[config.mk]
export PLATFORM = sky130hd
export DESIGN_NAME = exec_wb_queue
export DESIGN_NICKNAME = d
export VERILOG_FILES = /design/src/rtl/exec_wb_queue.sv
export SDC_FILE = /design/constraint.sdc
export NUM_CORES = 1
export LEC_CHECK = 0
export ABC_CLOCK_PERIOD_IN_PS = 4500
export CAP_MARGIN = 20
export CORE_MARGIN = 3
export CORE_UTILIZATION = 41
export CTS_BUF_LIST = sky130_fd_sc_hd__clkbuf_4 sky130_fd_sc_hd__clkbuf_8 sky130_fd_sc_hd__clkbuf_16
export DETAILED_ROUTE_END_ITERATION = 10
export DONT_BUFFER_PORTS = 1
export GPL_ROUTABILITY_DRIVEN = 0
export PLACE_DENSITY = 0.52
export SLEW_MARGIN = 20
export SYNTH_ARGS = -nofsm -noshare
export SYNTH_HDL_FRONTEND = slang
export SYNTH_SLANG_ARGS = --single-unit
[constraint.sdc]
create_clock -name clk -period 4.5 [get_ports clk]
set_clock_uncertainty 0.2 [all_clocks]
set_input_delay 0.45 -clock clk [delete_from_list [all_inputs] [get_ports clk]]
set_output_delay 0.45 -clock clk [all_outputs]
set_load 0.01 [all_outputs]
[src/rtl/exec_wb_queue.sv]
// Integer execute stage with a DEPTH-entry writeback FIFO; result visible at head one cycle after acceptance.
// Back-pressure: in_ready drops when full (no same-cycle bypass on pop); head held stable while out_ready is low.
module exec_wb_queue #(
  parameter int XLEN  = 32,
  parameter int DEPTH = 4,
  parameter int RDW   = 5,
  localparam int AW   = $clog2(DEPTH),
  localparam int CW   = AW + 1
) (
  input  logic            clk,
  input  logic            rst,
  input  logic            in_valid,
  output logic            in_ready,
  input  logic [2:0]      in_op,
  input  logic [XLEN-1:0] in_rs1,
  input  logic [XLEN-1:0] in_rs2,
  input  logic [RDW-1:0]  in_rd,
  input  logic            flush,
  output logic            out_valid,
  input  logic            out_ready,
  output logic [XLEN-1:0] out_result,
  output logic [RDW-1:0]  out_rd,
  output logic            out_reset_ack,
  output logic            activation,
  output logic [CW-1:0]   count
);

  localparam logic [2:0] OP_ADD    = 3'd0;
  localparam logic [2:0] OP_SUB    = 3'd1;
  localparam logic [2:0] OP_AND    = 3'd2;
  localparam logic [2:0] OP_OR     = 3'd3;
  localparam logic [2:0] OP_XOR    = 3'd4;
  localparam logic [2:0] OP_SLT    = 3'd5;
  localparam logic [2:0] OP_SLTU   = 3'd6;
  localparam logic [2:0] OP_RSTACK = 3'd7;

  logic [XLEN-1:0] mem_result [DEPTH];
  logic [RDW-1:0]  mem_rd     [DEPTH];
  logic            mem_ack    [DEPTH];
  logic [AW-1:0]   wr_ptr;
  logic [AW-1:0]   rd_ptr;
  logic            push;
  logic            pop;
  logic [XLEN-1:0] alu_res;
  logic            alu_ack;

  assign in_ready  = (count < CW'(DEPTH));
  assign out_valid = (count != '0);
  assign push      = in_valid & in_ready & ~flush;
  assign pop       = out_valid & out_ready & ~flush;

  always_comb begin
    alu_res = '0;
    alu_ack = 1'b0;
    case (in_op)
      OP_ADD:    alu_res = in_rs1 + in_rs2;
      OP_SUB:    alu_res = in_rs1 - in_rs2;
      OP_AND:    alu_res = in_rs1 & in_rs2;
      OP_OR:     alu_res = in_rs1 | in_rs2;
      OP_XOR:    alu_res = in_rs1 ^ in_rs2;
      OP_SLT:    alu_res = {{(XLEN-1){1'b0}}, ($signed(in_rs1) < $signed(in_rs2))};
      OP_SLTU:   alu_res = {{(XLEN-1){1'b0}}, (in_rs1 < in_rs2)};
      OP_RSTACK: alu_ack = 1'b1;
      default:   alu_res = '0;
    endcase
  end

  // Storage needs no reset: head outputs are gated by out_valid.
  always_ff @(posedge clk) begin
    if (push) begin
      mem_result[wr_ptr] <= alu_res;
      mem_rd[wr_ptr]     <= in_rd;
      mem_ack[wr_ptr]    <= alu_ack;
    end
  end

  always_ff @(posedge clk) begin
    if (rst) begin
      wr_ptr     <= '0;
      rd_ptr     <= '0;
      count      <= '0;
      activation <= 1'b0;
    end else begin
      activation <= pop;
      if (flush) begin
        wr_ptr <= '0;
        rd_ptr <= '0;
        count  <= '0;
      end else begin
        if (push) wr_ptr <= wr_ptr + AW'(1);
        if (pop)  rd_ptr <= rd_ptr + AW'(1);
        if (push && !pop)      count <= count + CW'(1);
        else if (pop && !push) count <= count - CW'(1);
      end
    end
  end

  assign out_result    = out_valid ? mem_result[rd_ptr] : '0;
  assign out_rd        = out_valid ? mem_rd[rd_ptr]     : '0;
  assign out_reset_ack = out_valid ? mem_ack[rd_ptr]    : 1'b0;

endmodule

==> results of run 1 <==
power groups by stage:
stage	Combinational [uW]	Clock, uW	Sequential [uW]
6_report	841	1420	1720
5_1_grt	934	1510	1730
4_1_cts	840	1440	1730
3_5_place_dp	830	0	1760
3_3_place_gp	831	0	1760
2_1_floorplan	635	0	1750
worst paths after layout:
| check | from | endpoint | slack [ns] |
|---|---|---|---|
| min | out_ready | activation | 0.04 |
| max reg2reg | count[2] | count[2] | 1.73 |
| max | in_rs2[5] | mem_result[0][0] | 0.83 |
| min reg2reg | rd_ptr[0] | rd_ptr[0] | 0.34 |
registers in the layout, summed over array words and instances (netlist names), named ones only:
register    cells
mem_result    128
activation      1
wr_ptr          2
mem_rd         20
count           3
mem_ack         4
rd_ptr          2
cells by family after synthesis:
logic type	count (synthesis)	share of synthesized area
AOI/OAI and AO/OA	323	0.1822
xor gates and xnor gates	21	0.01570
adders and majority gates	115	0.1247
buffers and inverters	165	0.05595
DFF	162	0.4066
muxes	50	0.08457
and+or+nand+nor	310	0.1303
cells in the final DEF, fill, tap and decap left out, types with 5 or more instances in the layout:
cell type	count
a211oi_1	9
a21o_1	13
a21oi_1	104
a221oi_1	6
a31oi_1	9
and2_1	41
and3_1	7
buf_4	19
clkbuf_16	17
dfxtp_1	8
dlygate4sd3_1	5
edfxtp_1	152
ha_1	112
inv_1	97
mux2i_1	9
mux4_2	39
nand2_1	68
nand2b_1	11
nand3_1	15
nand4_1	7
nor2_1	94
nor2b_1	10
nor3_1	23
nor4_1	5
o211ai_1	25
o21a_1	10
o21ai_0	53
o21bai_1	19
o22ai_1	12
o31ai_1	8
o41ai_1	5
or3_1	7
or4_1	5
xnor2_1	13
xor2_1	8
critical path, cell delays in order:
cell,delay (ns)
inv_1,0.03
ha_1,0.46
inv_1,0.15
a221oi_1,0.56
a21oi_1,0.14
nor2_1,0.37
a21oi_1,0.21
a211oi_1,0.43
or4_1,0.18
a22oi_1,0.06
o41ai_1,0.54
metal layers:
| metal | routed length, microns | track usage | vias to the layer above |
|---|---|---|---|
| li1 | - | - | 4169 |
| met1 | 14260 | 0.2872 | 4204 |
| met2 | 14350 | 0.3263 | 279 |
| met3 | 1805 | 0.03238 | 37 |
| met4 | 443 | 0.04588 | 0 |
| met5 | 0 | 0 | - |
cell type report:
class / count / area share
clock buffer: 17 / 0.03349
multi-input combinational: 819 / 0.4962
clock inverter: 14 / 0.01290
inverter: 100 / 0.02975
sequential: 162 / 0.3753
timing repair buffer: 24 / 0.01517
tap: 378 / 0.03723
repair_timing:
| item | CTS | global route |
|---|---|---|
| resized for setup | 0 | 0 |
| hold endpoints to repair | 20 | 0 |
| hold buffers | 5 | 0 |
stage by stage:
step | hold slack, ns | worst slack [ns]
final | 0.04242 | 0.8252
after floorplan | 0.2847 | 1.123
after detailed placement | 0.3207 | 0.4590
after global routing | 0.05237 | 0.6608
after global placement | 0.3164 | 0.4267
after CTS | 0.03050 | 0.8690
==> run metrics, run 1 <==
First-pass DRT Iterations 5; pin count of the biggest net entering global routing 86; FF/Latch Area 0.004767 sq mm; Psw 1094 uW; Static Leak 0.004809 uW; global-route wire length before repair 48.54 mm; total routed wirelength 30.86 mm; Initial Util 0.4183; Layout Area Growth over Synthesis 8.404%; top-area cell type share of the netlist area 0.3895; CTS clk-pin slew, worst paths 0.06 ns; Tot GR Track Use 0.2019; top post-synthesis cells by area edfxtp_1, ha_1, mux4_2, a21oi_1, inv_1; flops & latches, synth 162; Comb pwr share 0.211; status complete, no violations; unrepaired setup endpoints after global routing false; Clock Root Buffer clkbuf_16; core footprint 0.02801 sq mm; initial antenna violation count 0; Seq pwr share 0.433; ANT cells 0; fill cell count 2680; final cell count without fillers 1514; FF-to-FF path depth 10; Area after DPL 0.01206 sq mm; part of the power in the clock network 0.356; top cells by instance count after synthesis edfxtp_1, ha_1, a21oi_1; sw frac 0.2747; io pins 121; row cnt 61; die width 175.1 microns; CTS tree done; PwrDens 313.5 mW/mm^2; CP required 4.42 ns; Fmax achieved 272.1 MHz; Num CTS Buffers 17; Max Cap Viol 0; placed wire-length estimate 22.70 mm; Distinct cells, synth 80; Top FF cell, synth edfxtp_1; final setup violation count 0; Synth Instances 1146; Post-synth EDFFs 152; WP data arrival 3.59 ns; worst-path fanout max 9; worst slew pin tran 1.082 ns; warnings from Yosys 0; DR WL/cell 20.38 microns; DRT iter0 DRCs 778; Seq/Total Area, Yosys 0.4066; Post-synth ARST share 0; Vias 8689; Worst slew margin 0.2788; syn avg cell area 10.22 sq um; post-route minimum period 3.675 ns; CTS H-tree depth 4; cell taking the most area after synthesis edfxtp_1; Post-CTS Setup Bufs 0; clk_lat worst skew 0.41 ns; vias per cell 5.739; Inst Count DP 1478; cell area after layout 0.01270 sq mm; Sink Count 162; Period Utilization, post-route 0.8166; global route overflow 0; Total Die Area 0.03064 sq mm; die height 175.1 microns; drc violations 0; multi-input logic area 0.006302 sq mm; vias in the first global route 8639; port bufs 0; maximum VDD drop 222.1 uV; internal cell power 2888 uW; hold depth 2; fin nets 1316; Bufs on Longest Clock Path 2; Antenna Nets Post-Route 0; Slew Viols, Final 0; Setup crit start kind primary input; Post-Syn Nets 1338; TNS Setup 0 ns; Min-Delay Path Class primary input to flip-flop; layout cell share with drive strength beyond 1 0.09771; Hold Vio Cnt, Final 0; Post-Syn Area 0.01172 sq mm; critical path class primary input to flip-flop; utilization after layout 0.4535; top-count cell post-synth edfxtp_1; type of destination of the critical path flip-flop; Tot Pwr 3982 uW
(Power assumes the default switching activity.)
==> inputs of run 2 (changes only) <==
--- a/config.mk
+++ b/config.mk
@@ -5,7 +5,7 @@
 export SDC_FILE = /design/constraint.sdc
 export NUM_CORES = 1
 export LEC_CHECK = 0
-export ABC_CLOCK_PERIOD_IN_PS = 4500
+export ABC_CLOCK_PERIOD_IN_PS = 3780
 export CAP_MARGIN = 20
 export CORE_MARGIN = 3
 export CORE_UTILIZATION = 41
==> constraint.sdc (replaced) <==
create_clock -name clk -period 3.78 [get_ports clk]
set_clock_uncertainty 0.2 [all_clocks]
set_input_delay 0.378 -clock clk [delete_from_list [all_inputs] [get_ports clk]]
set_output_delay 0.378 -clock clk [all_outputs]
set_load 0.01 [all_outputs]
==> run metrics, run 2 (synthesis results as in run 1) <==
placed wire-length estimate 23.67 mm; DR WL/cell 20.45 microns; Layout Area Growth over Synthesis 10.89%; r2r endpoint count[2]; CTS tree done; pin count of the biggest net entering global routing 86; Num CTS Buffers 17; Vias 8783; row cnt 61; global-route wire length before repair 50.87 mm; Fmax achieved 306.7 MHz; worst setup margin 0.5194 ns; critical path class primary input to flip-flop; WP data arrival 3.25 ns; Initial Util 0.4183; fin nets 1356; top flop regs mem_result (128), mem_rd (20), mem_ack (4); port bufs 0; Tot GR Track Use 0.2108; type of destination of the critical path flip-flop; die width 175.1 microns; Period Utilization, post-route 0.8626; DP Worst Slack 0.1247 ns; Bufs on Longest Clock Path 2; DRT iter0 DRCs 624; global route overflow 0; FF-to-FF path depth 10; ANT cells 0; layout cell share with drive strength beyond 1 0.1259; Max Cap Viol 0; FF-to-FF setup slack 1.00 ns; Total Die Area 0.03064 sq mm; most flop-heavy register mem_result; core footprint 0.02801 sq mm; vias in the first global route 8872; Worst slew margin 0.4391; Slew Viols, Final 0; First-pass DRT Iterations 5; CTS H-tree depth 4; status complete, no violations; TNS Setup 0 ns; CTS clk-pin slew, worst paths 0.06 ns; post-route minimum period 3.261 ns; vias per cell 5.652; worst-path fanout max 4; io pins 121; Clock Root Buffer clkbuf_16; commonest non-fill, non-tap cells in the layout edfxtp_1, ha_1, a21oi_1; unrepaired setup endpoints after global routing false; number of flip-flops in the largest register 128; Sink Count 162; Min-Delay Path Class primary input to flip-flop; Antenna Nets Post-Route 0; PwrDens 363.9 mW/mm^2; final setup violation count 0; maximum VDD drop 262.0 uV; Setup crit start kind primary input; clk_lat worst skew 0.41 ns; die height 175.1 microns; Hold Vio Cnt, Final 0; Static Leak 0.004981 uW; CP required 3.76 ns; min-delay src out_ready; drc violations 0; most common cell after layout, fill and taps aside edfxtp_1; worst slew pin tran 0.8395 ns; total routed wirelength 31.79 mm; Reg-to-Reg Start count[2]; Critical Path End mem_result[0][26]; CP startpoint in_rs1[0]; initial antenna violation count 0
==> run 2: power breakdown <==
part           leakage, uW  total, uW  internal, uW  switching, uW
logic              0.00324       1050           408            644
clock network     0.000262       1620           964            659
registers          0.00148       2050          2040           14.3
==> run 2: what timing repair did <==
action                                 4_1_cts  5_1_grt
buffers inserted                             0        0
hold buffers                                 6        0
resized for setup                            0        0
endpoints found under the hold margin       21        0
==> run 2: stage by stage <==
stage	utilization	cell area [sq um]	hold WS, ns	power [uW]	std cells
final	0.4639	12990	0.05576	4728	1554
after global routing	0.4639	12990	0.05896	4958	1554
after CTS	0.4639	12990	0.04113	4757	1554
after detailed placement	0.4416	12370	0.2770	3132	1517
after global placement	0.4416	12370	0.2771	3130	1517
after floorplan	-	11720	0.2769	2841	1146
==> run 2: worst min-delay path by stage <==
stage | to | slack, ns | cells past startpoint
2_1_floorplan | mem_rd[0][0] | 0.28 | 0
3_3_place_gp | mem_rd[0][1] | 0.28 | 0
3_5_place_dp | mem_rd[0][1] | 0.28 | 0
4_1_cts | flip-flop | 0.04 | 3
5_1_grt | flip-flop | 0.06 | 3
6_report | flip-flop | 0.06 | 3
==> run 2: layout make-up <==
cell class                      instances  area [sq um]
Timing Repair Buffer                   64         508.0
Clock inverter                         14         140.1
Tap cell                              378         473.0
Multi-Input combinational cell        819          6302
Fill cell                            2700         15020
Sequential cell                       162          4767
Clock buffer                           17         425.4
Inverter                              100         377.9
==> run 2: critical path, cell delays in order <==
cell and delay, ns:
inv_1 0.04, ha_1 0.28, fa_1 0.43, o21ba_2 0.24, or4_4 0.42, a21oi_1 0.17, nor2_1 0.12, a2111oi_2 0.36
o31a_1 0.22, o41ai_2 0.08, mux2_2 0.28, o21ai_1 0.22
==> run 2: per-layer routing <==
| layer | vias to the layer above | wire length [microns] | global-route usage |
|---|---|---|---|
| li1 | 4252 | - | - |
| met1 | 4228 | 14810 | 0.3025 |
| met2 | 259 | 14600 | 0.3345 |
| met3 | 44 | 1759 | 0.02890 |
| met4 | 0 | 608 | 0.06184 |
| met5 | - | 0 | 0 |
